[src/rtl/backscatter_pkg.sv]
// Shared types and defaults for the backscatter
// transmit sequencer.
package backscatter_pkg;

  typedef enum logic [1:0] {
    IDLE,
    WAIT_DELAY,
    SEND,
    GUARD
  } state_e;

  localparam int DEF_DELAY_CYCLES = 1000;
  localparam int DEF_BIT_CYCLES   = 40;
  localparam int DEF_GUARD_CYCLES = 100;

  // Bits needed to count 0 .. n-1.
  function automatic int cnt_w(input int n);
    return (n < 2) ? 1 : $clog2(n);
  endfunction

endpackage

[src/rtl/backscatter_tx_sequencer_if.sv]
// Payload byte stream into the sequencer:
// data/valid/last from the source, ready pulse back.
interface backscatter_tx_sequencer_if;

  logic [7:0] byte_data;
  logic       byte_valid;
  logic       byte_last;
  logic       byte_ready;

  modport master (
    output byte_data,
    output byte_valid,
    output byte_last,
    input  byte_ready
  );

  modport slave (
    input  byte_data,
    input  byte_valid,
    input  byte_last,
    output byte_ready
  );

endinterface

[src/rtl/backscatter_tx_sequencer_trigger_sync.sv]
// Two-flop synchroniser for the envelope-detector
// trigger plus a registered rising-edge pulse.
module trigger_sync (
  input  logic clock,
  input  logic reset,
  input  logic din,
  output logic rise
);

  logic s1;
  logic s2;
  logic s3;

  // Metastability chain, history flop, edge pulse.
  always_ff @(posedge clock) begin
    if (reset) begin
      s1   <= 1'b0;
      s2   <= 1'b0;
      s3   <= 1'b0;
      rise <= 1'b0;
    end else begin
      s1   <= din;
      s2   <= s1;
      s3   <= s2;
      rise <= s2 & ~s3;
    end
  end

endmodule

[src/rtl/backscatter_tx_sequencer.sv]
// Trigger-delayed backscatter modulator: waits,
// shifts payload bytes LSB first, then guards.
module backscatter_tx_sequencer
  import backscatter_pkg::*;
#(
  parameter int DELAY_CYCLES = DEF_DELAY_CYCLES,
  parameter int BIT_CYCLES   = DEF_BIT_CYCLES,
  parameter int GUARD_CYCLES = DEF_GUARD_CYCLES
) (
  input  logic clock,
  input  logic reset,
  input  logic trigger_signal,
  input  logic enable,
  backscatter_tx_sequencer_if.slave byte_if,
  output logic switch_enable,
  output logic phase_flip,
  output logic busy,
  output logic done,
  output logic underrun
);

  localparam int WMAX =
    (DELAY_CYCLES > GUARD_CYCLES) ?
    DELAY_CYCLES : GUARD_CYCLES;
  localparam int WW = cnt_w(WMAX);
  localparam int BW = cnt_w(BIT_CYCLES);

  localparam logic [WW-1:0] DLY_LAST =
    WW'(DELAY_CYCLES - 1);
  localparam logic [WW-1:0] GRD_LAST =
    WW'(GUARD_CYCLES - 1);
  localparam logic [BW-1:0] BIT_LAST =
    BW'(BIT_CYCLES - 1);

  state_e        state;
  logic [WW-1:0] wcnt;
  logic [BW-1:0] bcnt;
  logic [2:0]    bit_idx;
  logic [6:0]    sreg;
  logic          last_q;
  logic          trig_rise;

  trigger_sync u_sync (
    .clock (clock),
    .reset (reset),
    .din   (trigger_signal),
    .rise  (trig_rise)
  );

  assign busy = (state != IDLE);

  // Sequencer FSM; every output is a register.
  always_ff @(posedge clock) begin
    if (reset) begin
      state              <= IDLE;
      wcnt               <= '0;
      bcnt               <= '0;
      bit_idx            <= '0;
      sreg               <= '0;
      last_q             <= 1'b0;
      switch_enable      <= 1'b0;
      phase_flip         <= 1'b0;
      done               <= 1'b0;
      underrun           <= 1'b0;
      byte_if.byte_ready <= 1'b0;
    end else begin
      done               <= 1'b0;
      underrun           <= 1'b0;
      byte_if.byte_ready <= 1'b0;
      unique case (state)
        IDLE: begin
          if (trig_rise && enable) begin
            state <= WAIT_DELAY;
            wcnt  <= '0;
          end
        end
        WAIT_DELAY: begin
          if (!enable) begin
            state <= GUARD;
            wcnt  <= '0;
          end else if (wcnt != DLY_LAST) begin
            wcnt <= wcnt + WW'(1);
          end else if (byte_if.byte_valid) begin
            state              <= SEND;
            wcnt               <= '0;
            bcnt               <= '0;
            bit_idx            <= '0;
            sreg               <= byte_if.byte_data[7:1];
            last_q             <= byte_if.byte_last;
            phase_flip         <= byte_if.byte_data[0];
            switch_enable      <= 1'b1;
            byte_if.byte_ready <= 1'b1;
          end else begin
            state    <= GUARD;
            wcnt     <= '0;
            underrun <= 1'b1;
          end
        end
        SEND: begin
          if (!enable) begin
            state         <= GUARD;
            wcnt          <= '0;
            switch_enable <= 1'b0;
            phase_flip    <= 1'b0;
          end else if (bcnt != BIT_LAST) begin
            bcnt <= bcnt + BW'(1);
          end else if (bit_idx != 3'd7) begin
            bcnt       <= '0;
            bit_idx    <= bit_idx + 3'd1;
            phase_flip <= sreg[0];
            sreg       <= {1'b0, sreg[6:1]};
          end else if (last_q) begin
            state         <= GUARD;
            wcnt          <= '0;
            bcnt          <= '0;
            switch_enable <= 1'b0;
            phase_flip    <= 1'b0;
          end else if (byte_if.byte_valid) begin
            bcnt               <= '0;
            bit_idx            <= '0;
            sreg               <= byte_if.byte_data[7:1];
            last_q             <= byte_if.byte_last;
            phase_flip         <= byte_if.byte_data[0];
            byte_if.byte_ready <= 1'b1;
          end else begin
            state         <= GUARD;
            wcnt          <= '0;
            bcnt          <= '0;
            switch_enable <= 1'b0;
            phase_flip    <= 1'b0;
            underrun      <= 1'b1;
          end
        end
        GUARD: begin
          if (wcnt == GRD_LAST) begin
            state <= IDLE;
            wcnt  <= '0;
            done  <= 1'b1;
          end else begin
            wcnt <= wcnt + WW'(1);
          end
        end
      endcase
    end
  end

endmodule
[src/flat_wrapper.sv]
// flat-port wrapper written by rule: the top's interface ports become plain ports
module backscatter_tx_sequencer_flat import backscatter_pkg::*;
#(
  parameter int DELAY_CYCLES = DEF_DELAY_CYCLES,
  parameter int BIT_CYCLES   = DEF_BIT_CYCLES,
  parameter int GUARD_CYCLES = DEF_GUARD_CYCLES
)
  (clock, reset, trigger_signal, enable, switch_enable, phase_flip, busy, done, underrun, byte_if_byte_data, byte_if_byte_valid, byte_if_byte_last, byte_if_byte_ready);
  backscatter_tx_sequencer_if byte_if_i ();
  input  logic clock;
  input  logic reset;
  input  logic trigger_signal;
  input  logic enable;
  output logic switch_enable;
  output logic phase_flip;
  output logic busy;
  output logic done;
  output logic underrun;
  input wire logic [$bits(byte_if_i.byte_data)-1:0] byte_if_byte_data;
  input wire logic [$bits(byte_if_i.byte_valid)-1:0] byte_if_byte_valid;
  input wire logic [$bits(byte_if_i.byte_last)-1:0] byte_if_byte_last;
  output wire logic [$bits(byte_if_i.byte_ready)-1:0] byte_if_byte_ready;
  assign byte_if_i.byte_data = byte_if_byte_data;
  assign byte_if_i.byte_valid = byte_if_byte_valid;
  assign byte_if_i.byte_last = byte_if_byte_last;
  assign byte_if_byte_ready = byte_if_i.byte_ready;
  backscatter_tx_sequencer #(.DELAY_CYCLES(DELAY_CYCLES), .BIT_CYCLES(BIT_CYCLES), .GUARD_CYCLES(GUARD_CYCLES)) u_core (.clock(clock), .reset(reset), .trigger_signal(trigger_signal), .enable(enable), .byte_if(byte_if_i), .switch_enable(switch_enable), .phase_flip(phase_flip), .busy(busy), .done(done), .underrun(underrun));
endmodule
[config.mk]
export PLATFORM = sky130hd
export DESIGN_NAME = backscatter_tx_sequencer_flat
export DESIGN_NICKNAME = d
export VERILOG_FILES = /design/src/rtl/backscatter_pkg.sv /design/src/rtl/backscatter_tx_sequencer_if.sv /design/src/rtl/backscatter_tx_sequencer_trigger_sync.sv /design/src/rtl/backscatter_tx_sequencer.sv /design/src/flat_wrapper.sv
export SDC_FILE = /design/constraint.sdc
export NUM_CORES = 1
export LEC_CHECK = 0
export ABC_AREA = 1
export ABC_CLOCK_PERIOD_IN_PS = 1900
export CORE_ASPECT_RATIO = 0.9
export CORE_MARGIN = 1
export CORE_UTILIZATION = 45
export CTS_BUF_LIST = sky130_fd_sc_hd__clkbuf_4 sky130_fd_sc_hd__clkbuf_8
export DETAILED_ROUTE_END_ITERATION = 12
export GPL_TIMING_DRIVEN = 0
export MAX_ROUTING_LAYER = met4
export SLEW_MARGIN = 20
export SYNTH_ARGS = -nofsm -noshare
export SYNTH_HDL_FRONTEND = slang
export SYNTH_SLANG_ARGS = --single-unit
[constraint.sdc]
create_clock -name clock -period 1.9 [get_ports clock]
set_input_delay 0.38 -clock clock [delete_from_list [all_inputs] [get_ports clock]]
set_output_delay 0.38 -clock clock [all_outputs]
set_load 0.02 [all_outputs]
==> flow_summary.toml <==
[finish]
nets = 395
layout.filler_cells = 473
layout-drive-gt1-share_pct = 9.893
mostFrequentLayoutCells = "sky130_fd_sc_hd__nand2_1, sky130_fd_sc_hd__nor2_1, sky130_fd_sc_hd__inv_1"
area_delta_synth_final_pct = 18.23
layout.cells.most_common = "sky130_fd_sc_hd__nand2_1"
ant_diodes = 0

[power]
leakage_nw = 1.091
p_per_area_mw_per_mm2 = 1104
post-layout-total-power_mw = 2.911
vdd_ir_drop_max_mv = 0.4831

[sta]
timing.final.crit_share_pct = 93.59
maxSlewViolCount = 0
max_slew.worst_pin.slew_ns = 0.5355
final_hold_viol_count = 0
setup_viol_count_final = 0
worst_slew_margin_rel_pct = 64.30
fmax_ghz = 0.5624
final.min_clock_period_ns = 1.778
tns_ns = 0
fin_worst_skew_ns = 0.004104

[drt]
viasPerCell = 4.929
drt_drc_violations_left = 0
ant_nets = 0
drt-total-wl_um = 5208
route.detailed.wl_per_inst_um = 11.94
via_count = 2149
drt_first_iter_violations = 142
first_pass_iters = 4

[placed_design]
io_buffers = 16
detailed_place_hpwl_um = 3893
place_congestion = 0.9124

[flow_run]
max-cap-violations = 0

[synthesis]
ys_seq_area_share_pct = 34.10
synthDistinctLibCells = 30
synth-seq-cells = 38
ys_dominant_reg_cell = "sky130_fd_sc_hd__dfxtp_1"
async_reset_ff_share_pct = 0
largest_cells_by_area_after_synthesis = "sky130_fd_sc_hd__dfxtp_1, sky130_fd_sc_hd__nand2_1, sky130_fd_sc_hd__nor2_1, sky130_fd_sc_hd__inv_1, sky130_fd_sc_hd__a21oi_1"
syn_area_mm2 = 0.002231
syn-instance-count = 351
post_synth.cell_area_avg_um2 = 6.356
synth_edf_count = 0
yosysWarnings = 0
postSynthNetCount = 373
synth.top_cell.area_share_pct = 34.10
synth.largest_area_cell = "sky130_fd_sc_hd__dfxtp_1"

[grt]
grt_antenna_before_repair = 0
grt_pass1_wl_um = 8914
grt_pass1_vias = 1884
gr-usage-all-layers_pct = 22.90
grt_max_degree = 13
grt_overflow = 0

[setup_path]
reg2reg_to = "u_core.sreg[0]$_SDFFE_PP0P_"
critPathLaunchType = "register"
worst_r2r_path_depth = 12
regToRegSetupSlack_ns = 0.18
endpoint_kind = "output pin"
critPathKind = "register to output pin"
timing.critical_path.arrival_ns = 1.40
critPathRequiredTime_ns = 1.52
critical_path_peak_fanout = 4
reg2reg_launch_point = "u_core.state[0]$_SDFFE_PP0P_"

[cts]
clock_sink_count = 38
tritoncts = "yes"
clk_latency_ns = 0.30
clkTransAtPathRegs_ns = 0.08
clockRootBuffer = "sky130_fd_sc_hd__clkbuf_8"
cts-htree-levels = 2
cts.repair_timing.setup_buffer_count = 0
cts-root-to-sink-buffers = 2
cts_buffers = 5

[floorplanning]
initial_utilization_pct = 48.45
design.portCount = 20
fp.coreArea_mm2 = 0.004604
die_height_um = 68.80
die_area_mm2 = 0.005244
rows = 23
die_w_um = 76.22

[hold_path]
min_delay_path_depth = 1
timing.hold.worst.start = "u_core.u_sync.s3$_SDFF_PP0_"
hp-class = "register to register"
min_delay_worst_endpoint = "u_core.u_sync.rise$_SDFF_PP0_"

[status]
run_status = "finished clean"
-- cells in the mapped netlist, types with 3 or more instances --
| library cell | count |
|---|---|
| sky130_fd_sc_hd__nor3_1 | 3 |
| sky130_fd_sc_hd__nand2_4 | 3 |
| sky130_fd_sc_hd__ha_1 | 8 |
| sky130_fd_sc_hd__inv_1 | 41 |
| sky130_fd_sc_hd__o21ai_0 | 24 |
| sky130_fd_sc_hd__nand3_2 | 3 |
| sky130_fd_sc_hd__dfxtp_1 | 38 |
| sky130_fd_sc_hd__nand2_1 | 102 |
| sky130_fd_sc_hd__nor2_1 | 45 |
| sky130_fd_sc_hd__nor2_2 | 3 |
| sky130_fd_sc_hd__nand4_1 | 6 |
| sky130_fd_sc_hd__buf_2 | 3 |
| sky130_fd_sc_hd__clkbuf_1 | 3 |
| sky130_fd_sc_hd__a21oi_1 | 26 |
| sky130_fd_sc_hd__nand3_1 | 25 |
-- layer usage --
metal | track usage [%] | routed length, um | up-vias
li1 | - | - | 1157
met1 | 32.21 | 2772 | 941
met2 | 31.98 | 2035 | 41
met3 | 4.211 | 288 | 10
met4 | 9.615 | 112 | 0
met5 | - | 0 | -
-- cells by family after synthesis --
group | share of synthesized area (%)
buffers and inverters | 9.871
flip-flops | 34.10
AND/OR/NAND/NOR | 37.58
AO/OA/AOI/OAI | 13.57
XOR/XNOR | 0.3927
adder cells (fa/ha/maj) | 4.487
-- layout make-up --
type / count / area, um2 / area share (%)
sequential: 38 / 763.2 / 28.94
multi-input combinational: 259 / 1280 / 48.53
clock buffer: 6 / 82.58 / 3.131
inverter: 43 / 161.4 / 6.120
timing repair buffer: 16 / 158.9 / 6.025
tap: 62 / 77.57 / 2.941
clock inverter: 2 / 60.06 / 2.277
buffer: 10 / 53.80 / 2.040
-- state kept, by name, summed over array words and instances, names as in the netlist, 2 cells and up --
name and count:
u_core.bcnt 6, u_core.state 2, u_core.wcnt 10, u_core.bit_idx 3, u_core.sreg 7
-- report_power, final --
group          switching, mW  internal [mW]  total, mW  leakage, nW
combinational          0.717          0.376       1.09        0.711
clock                  0.295          0.560      0.855       0.0714
sequential            0.0555          0.907      0.963        0.309
-- per-stage QoR --
step / hold WS, ns / util, % / instance area (um2) / cells / worst slack, ns
floorplan: 0.3728 / - / 2231 / 351 / 0.2738
finish: 0.3900 / 57.28 / 2638 / 436 / 0.1218
detailed placement: 0.3829 / 53.61 / 2469 / 429 / -0.07029
CTS: 0.3948 / 57.12 / 2630 / 437 / 0.02057
global placement: 0.3775 / 53.61 / 2469 / 429 / -0.03343
global route: 0.3960 / 57.28 / 2638 / 436 / -0.008792
-- how the worst max path moves through the flow --
stage | start | to | slack [ns] | cells after the start
6_report | u_core.state[1]$_SDFFE_PP0P_ | busy | 0.12 | 4
5_1_grt | u_core.bcnt[1]$_SDFFE_PP0P_ | u_core.sreg[1]$_SDFFE_PP0P_ | -0.009 | 11
4_1_cts | u_core.state[0]$_SDFFE_PP0P_ | u_core.wcnt[7]$_SDFFE_PP0P_ | 0.02 | 13
3_5_place_dp | u_core.state[0]$_SDFFE_PP0P_ | u_core.wcnt[5]$_SDFFE_PP0P_ | -0.07 | 11
3_3_place_gp | u_core.state[0]$_SDFFE_PP0P_ | u_core.wcnt[3]$_SDFFE_PP0P_ | -0.03 | 11
2_1_floorplan | u_core.state[0]$_SDFFE_PP0P_ | u_core.wcnt[2]$_SDFFE_PP0P_ | 0.27 | 11
-- critical path, stage by stage (launching register included) --
cell and delay, ns:
sky130_fd_sc_hd__dfxtp_1 0.40, sky130_fd_sc_hd__inv_1 0.10, sky130_fd_sc_hd__ha_1 0.23, sky130_fd_sc_hd__inv_1 0.06, sky130_fd_sc_hd__dlygate4sd2_1 0.32
-- timing repair --
item,CTS,global route
cloned,0,0
resized for setup,5,7
endpoints found under the setup margin,6,23
pin swaps,0,3
hold buffers,0,0
No activity file was read; power rests on OpenSTA's default activity.
